==> src/rtl/genius_pkg.sv <==
// rtl/genius_pkg.sv - shared types, constants and helpers for the Genius key conditioner
package genius_pkg;

    typedef enum logic [1:0] {
        GREEN  = 2'd0,
        RED    = 2'd1,
        YELLOW = 2'd2,
        BLUE   = 2'd3
    } color_t;

    localparam int DEB_CYCLES_DEFAULT = 500000;
    localparam int NUM_KEYS           = 4;

    // Counter must hold 0..n-1; never narrower than one bit.
    function automatic int deb_width(input int n);
        return (n <= 2) ? 1 : $clog2(n);
    endfunction

    function automatic logic [2:0] count_ones4(input logic [3:0] v);
        return {2'b00, v[0]} + {2'b00, v[1]} + {2'b00, v[2]} + {2'b00, v[3]};
    endfunction

    // Lowest key index wins among simultaneous presses.
    function automatic color_t first_key(input logic [3:0] v);
        color_t c;
        c = GREEN;
        if (v[0])      c = GREEN;
        else if (v[1]) c = RED;
        else if (v[2]) c = YELLOW;
        else if (v[3]) c = BLUE;
        return c;
    endfunction

endpackage

==> src/rtl/key_debounce.sv <==
// rtl/key_debounce.sv - per-key 2-flop synchroniser, debounce counter and press-edge pulse
module key_debounce
    import genius_pkg::*;
#(
    parameter int DEB_CYCLES = DEB_CYCLES_DEFAULT
) (
    input  logic clk,
    input  logic rst_n,
    input  logic key_n,
    output logic level,
    output logic press
);

    localparam int             CW       = deb_width(DEB_CYCLES);
    localparam logic [CW-1:0]  CNT_LAST = CW'(DEB_CYCLES - 1);

    logic          sync1;
    logic          sync2;
    logic          stable;
    logic [CW-1:0] cnt;
    logic          level_q;
    logic          press_q;

    always_ff @(posedge clk or negedge rst_n) begin
        if (!rst_n) begin
            sync1   <= 1'b1;
            sync2   <= 1'b1;
            stable  <= 1'b1;
            cnt     <= '0;
            level_q <= 1'b0;
            press_q <= 1'b0;
        end else begin
            sync1 <= key_n;
            sync2 <= sync1;
            if (sync2 == stable) begin
                cnt <= '0;
            end else if (cnt == CNT_LAST) begin
                stable <= sync2;
                cnt    <= '0;
            end else begin
                cnt <= cnt + CW'(1);
            end
            // Raw pins are active-low; level and press are active-high.
            level_q <= ~stable;
            press_q <= ~stable & ~level_q;
        end
    end

    assign level = level_q;
    assign press = press_q;

endmodule

==> src/rtl/genius_key_conditioner.sv <==
// rtl/genius_key_conditioner.sv - four-key debounce, arbitration and event buffer; option KEYCOND_MULTI_ERR_EN
module genius_key_conditioner
    import genius_pkg::*;
#(
    parameter int DEB_CYCLES = DEB_CYCLES_DEFAULT
) (
    input  logic       CLOCK_50,
    input  logic       RST_N,
    input  logic [3:0] KEY,
    input  logic       en,
    output logic       evt_valid,
    output logic [1:0] evt_code,
    input  logic       evt_ready,
    output logic       evt_overrun,
    output logic       err_multi,
    output logic [3:0] key_level
);

    logic [NUM_KEYS-1:0] level;
    logic [NUM_KEYS-1:0] press;

    for (genvar i = 0; i < NUM_KEYS; i++) begin : g_key
        key_debounce #(
            .DEB_CYCLES (DEB_CYCLES)
        ) u_deb (
            .clk   (CLOCK_50),
            .rst_n (RST_N),
            .key_n (KEY[i]),
            .level (level[i]),
            .press (press[i])
        );
    end

    logic   any_press;
    logic   multi;
    logic   take;
    color_t sel_code;
    color_t code_q;
    logic   valid_q;
    logic   overrun_q;

    // Levels rise on the same edge as the press pulse, so a key's own
    // press bit is masked out when looking for other held keys.
    always_comb begin
        any_press = |press;
        multi     = (count_ones4(press) >= 3'd2) ||
                    (any_press && (|(level & ~press)));
        sel_code  = first_key(press);
`ifdef KEYCOND_MULTI_ERR_EN
        take      = en && any_press && !multi;
`else
        take      = en && any_press;
`endif
    end

    always_ff @(posedge CLOCK_50 or negedge RST_N) begin
        if (!RST_N) begin
            valid_q   <= 1'b0;
            code_q    <= GREEN;
            overrun_q <= 1'b0;
        end else begin
            overrun_q <= 1'b0;
            if (!en) begin
                valid_q <= 1'b0;
            end else if (take) begin
                if (!valid_q || evt_ready) begin
                    valid_q <= 1'b1;
                    code_q  <= sel_code;
                end else begin
                    overrun_q <= 1'b1;
                end
            end else if (valid_q && evt_ready) begin
                valid_q <= 1'b0;
            end
        end
    end

`ifdef KEYCOND_MULTI_ERR_EN
    logic err_q;

    always_ff @(posedge CLOCK_50 or negedge RST_N) begin
        if (!RST_N) begin
            err_q <= 1'b0;
        end else begin
            err_q <= en && multi;
        end
    end

    assign err_multi = err_q;
`else
    assign err_multi = 1'b0;
`endif

    assign evt_valid   = valid_q;
    assign evt_code    = code_q;
    assign evt_overrun = overrun_q;
    assign key_level   = level;

endmodule
==> config.mk <==
export PLATFORM = sky130hd
export DESIGN_NAME = genius_key_conditioner
export DESIGN_NICKNAME = d
export VERILOG_FILES = /design/src/rtl/genius_pkg.sv /design/src/rtl/key_debounce.sv /design/src/rtl/genius_key_conditioner.sv
export SDC_FILE = /design/constraint.sdc
export NUM_CORES = 1
export LEC_CHECK = 0
export CAP_MARGIN = 20
export CORE_MARGIN = 2
export CORE_UTILIZATION = 65
export CTS_CLUSTER_DIAMETER = 60
export DETAILED_ROUTE_END_ITERATION = 10
export GPL_ROUTABILITY_DRIVEN = 0
export PLACE_DENSITY = 0.84
export SKIP_LAST_GASP = 1
export SLEW_MARGIN = 10
export SYNTH_ARGS = -nofsm -noshare
export SYNTH_HDL_FRONTEND = slang
export SYNTH_HIERARCHICAL = 1
export SYNTH_SLANG_ARGS = --single-unit
==> constraint.sdc <==
create_clock -name CLOCK_50 -period 3.65 [get_ports CLOCK_50]
set_input_delay 0.73 -clock CLOCK_50 [delete_from_list [all_inputs] [get_ports CLOCK_50]]
set_output_delay 0.73 -clock CLOCK_50 [all_outputs]
set_load 0.005 [all_outputs]
==> impl_metrics.json <==
{
  "crit_start": "g_key[0].u_deb/cnt[5]",
  "status": "complete, no violations",
  "finalSetupTns_ns": 0,
  "leakage_nw": 2.02,
  "critPathLaunchType": "register",
  "route.detailed.drc": 0,
  "design_area_um2": 5080,
  "syn_inst": 455,
  "area_growth_pct": 10.5,
  "synth_edf_count": 0,
  "endpoint_kind": "register",
  "hp-class": "reg -> reg",
  "dpl_cell_area_um2": 4870,
  "period_share": 0.572,
  "final_layout_size_suffix_gt1_frac": 0.124,
  "ys_seq_area_frac": 0.548,
  "cts.sinks": 100,
  "p_total_mw": 1.96,
  "worst_ep_arrival_time_ns": 2.38,
  "grt_max_degree": 56,
  "wire_per_inst_um": 14.6,
  "ys_seq_elements": 100,
  "power_density_nw_per_um2": 385,
  "fp.dieH_um": 88.1,
  "r2r-end": "g_key[0].u_deb/cnt[17]",
  "clk_latency_ns": 0.36,
  "vias_per_cell": 5.84,
  "critPathKind": "reg -> reg",
  "cts_hold_buffers": 0,
  "htree_num_levels": 3,
  "place_inst": 563,
  "hold_ws_ns": 0.363,
  "routed_wl_mm": 8.46,
  "chipWidth_um": 88.1,
  "dr_total_vias": 3383,
  "ff2ff_setup_slack_ns": 1.56,
  "rr_startpoint": "g_key[0].u_deb/cnt[5]",
  "slew_headroom": 0.555,
  "syn_area_um2": 4600,
  "start_util": 0.673,
  "track_usage": 0.242,
  "coreArea_um2": 6830,
  "avgSynthCellArea_um2": 10.1,
  "yosysWarnings": 6,
  "fin_nets": 490,
  "antenna_found_initial": 0,
  "port_buffers": 15,
  "clk_pin_slew_ns": 0.10,
  "numCtsBuffers": 9,
  "dr.pass1.iters": 4,
  "dieArea_um2": 7760,
  "drv_cap": 0,
  "n_antenna_cell": 0,
  "dpl.hpwl_mm": 5.74,
  "grt_pass1_vias": 3182,
  "worstPathMaxFanout": 7,
  "drv_slew": 0,
  "clock.fmax_ghz": 0.479,
  "layoutNonFillerInstCount": 579,
  "rsz0062_at_grt": "no",
  "ant_nets": 0,
  "fin_crit_ns": 2.09,
  "synthDistinctLibCells": 37,
  "skew_ns": 0.0124,
  "reg2reg_depth": 4,
  "root_buffer": "clkbuf_8",
  "grt_first_pass_wirelength_mm": 14.7,
  "worst_pin_slew_ns": 0.663,
  "num_rows": 30,
  "ir_drop_uv": 227,
  "cts_buffer_depth": 2,
  "crit_path_end": "g_key[0].u_deb/cnt[17]",
  "async_flop_share": 1.00,
  "ys.flop_type": "dfrtp_1",
  "postCtsSetupBuffers": 0,
  "drtIter0Drc": 187,
  "syn_nets": 467,
  "final_hold_viol_count": 0,
  "worstPathRequired_ns": 3.94,
  "post_cts_resized": 0,
  "ios": 17,
  "cts_tree": "done",
  "setup_viol": 0,
  "gr-total-overflow": 0
}
cells in the final DEF, fill, tap and decap left out, drive strengths merged, types with 2 or more instances in the layout:
cell,n
nor3,9
xor2,16
or2,2
clkinv,2
dfrtp,88
a31oi,2
a31o,8
nor4,17
o31ai,4
dfstp,12
nor2,77
nor2b,4
o21ai,12
clkbuf,9
clkdlybuf4s50,14
ha,4
nor4b,4
xnor2,36
a21oi,21
nand3,24
mux2,4
nand4,20
or4,8
and4,4
buf,7
and3,5
inv,28
or3,8
nand2,28
logic make-up after synthesis:
family | synth area share
other cells | 0.000816
fa+ha+maj | 0.0109
simple gates | 0.241
compound gates | 0.0621
mux | 0.00980
buf+inv | 0.0289
flops | 0.548
xor+xnor | 0.0991
where the power goes:
group | internal (mW) | leakage, nW | switching, mW | total, mW
registers | 1.13 | 1.32 | 0.0148 | 1.14
logic | 0.0249 | 0.588 | 0.0495 | 0.0745
clock network | 0.336 | 0.110 | 0.403 | 0.739
total | 1.49 | 2.02 | 0.467 | 1.96
how the worst min path moves through the flow:
stage / startpoint / cells after the start / slack (ns) / end
floorplan: g_key[0].u_deb/sync1 / 0 / 0.35 / g_key[0].u_deb/sync2
global route: g_key[2].u_deb/sync1 / 0 / 0.37 / g_key[2].u_deb/sync2
CTS: g_key[0].u_deb/sync1 / 0 / 0.36 / g_key[0].u_deb/sync2
detailed placement: g_key[0].u_deb/sync1 / 0 / 0.35 / g_key[0].u_deb/sync2
global placement: g_key[2].u_deb/sync1 / 0 / 0.35 / g_key[2].u_deb/sync2
finish: g_key[1].u_deb/sync1 / 0 / 0.36 / g_key[1].u_deb/sync2
state kept, by name, indices dropped and copies added, names as in the netlist:
signal and count:
g_key.u_deb/sync1 4, evt_overrun 1, g_key.u_deb/cnt 76, g_key.u_deb/stable 4, evt_valid 1, evt_code 2, g_key.u_deb/sync2 4, g_key.u_deb/level 4
g_key.u_deb/press 4
through the flow:
stage	worst slack [ns]	util
2_1_floorplan	1.81	-
3_3_place_gp	1.69	0.712
3_5_place_dp	1.63	0.712
4_1_cts	1.61	0.744
5_1_grt	1.41	0.744
6_report	1.56	0.744
metal layers:
| metal | wire [um] | up-vias | track usage |
|---|---|---|---|
| met1 | 3790 | 1623 | 0.327 |
| li1 | - | 1624 | - |
| met4 | 116 | 0 | 0.0716 |
| met2 | 4110 | 120 | 0.390 |
| met3 | 438 | 16 | 0.0622 |
| met5 | 0 | - | 0 |
synthesized netlist by cell type (2+ instances only):
cell / n / area share
ha_1: 4 / 0.011
nor2b_1: 4 / 0.0054
mux2_2: 4 / 0.0098
and4_2: 4 / 0.0087
o21ai_1: 8 / 0.0087
xnor2_1: 36 / 0.069
o21ai_0: 4 / 0.0044
a31o_2: 8 / 0.015
o31ai_1: 4 / 0.0065
and3_1: 4 / 0.0054
dfrtp_1: 88 / 0.48
inv_1: 24 / 0.020
nand4_1: 20 / 0.027
or4_1: 8 / 0.013
buf_2: 4 / 0.0044
nor2_1: 77 / 0.063
nand2_1: 28 / 0.023
nand3_2: 4 / 0.0087
a31oi_1: 2 / 0.0027
a21oi_1: 21 / 0.023
nor3_1: 9 / 0.0098
or2_2: 2 / 0.0027
nor4_1: 16 / 0.022
or3_1: 8 / 0.011
nor4b_1: 4 / 0.0076
dfstp_2: 12 / 0.069
nand3_1: 20 / 0.022
clkbuf_1: 4 / 0.0033
xor2_1: 16 / 0.030
cell type report:
| type | count | area, um^2 |
|---|---|---|
| Clock buffer | 9 | 124 |
| Clock inverter | 7 | 90.1 |
| Fill cell | 475 | 1750 |
| Inverter | 24 | 90.1 |
| Multi-Input combinational cell | 322 | 1950 |
| Sequential cell | 100 | 2520 |
| Tap cell | 96 | 120 |
| Timing Repair Buffer | 21 | 193 |
critical path: stages, from the launching register on:
cell and delay, ns:
dfrtp_1 0.47, nand3_1 0.22, or4_1 0.65, or4_1 0.52
a21oi_1 0.16
Power figures use the tool's default switching activity.
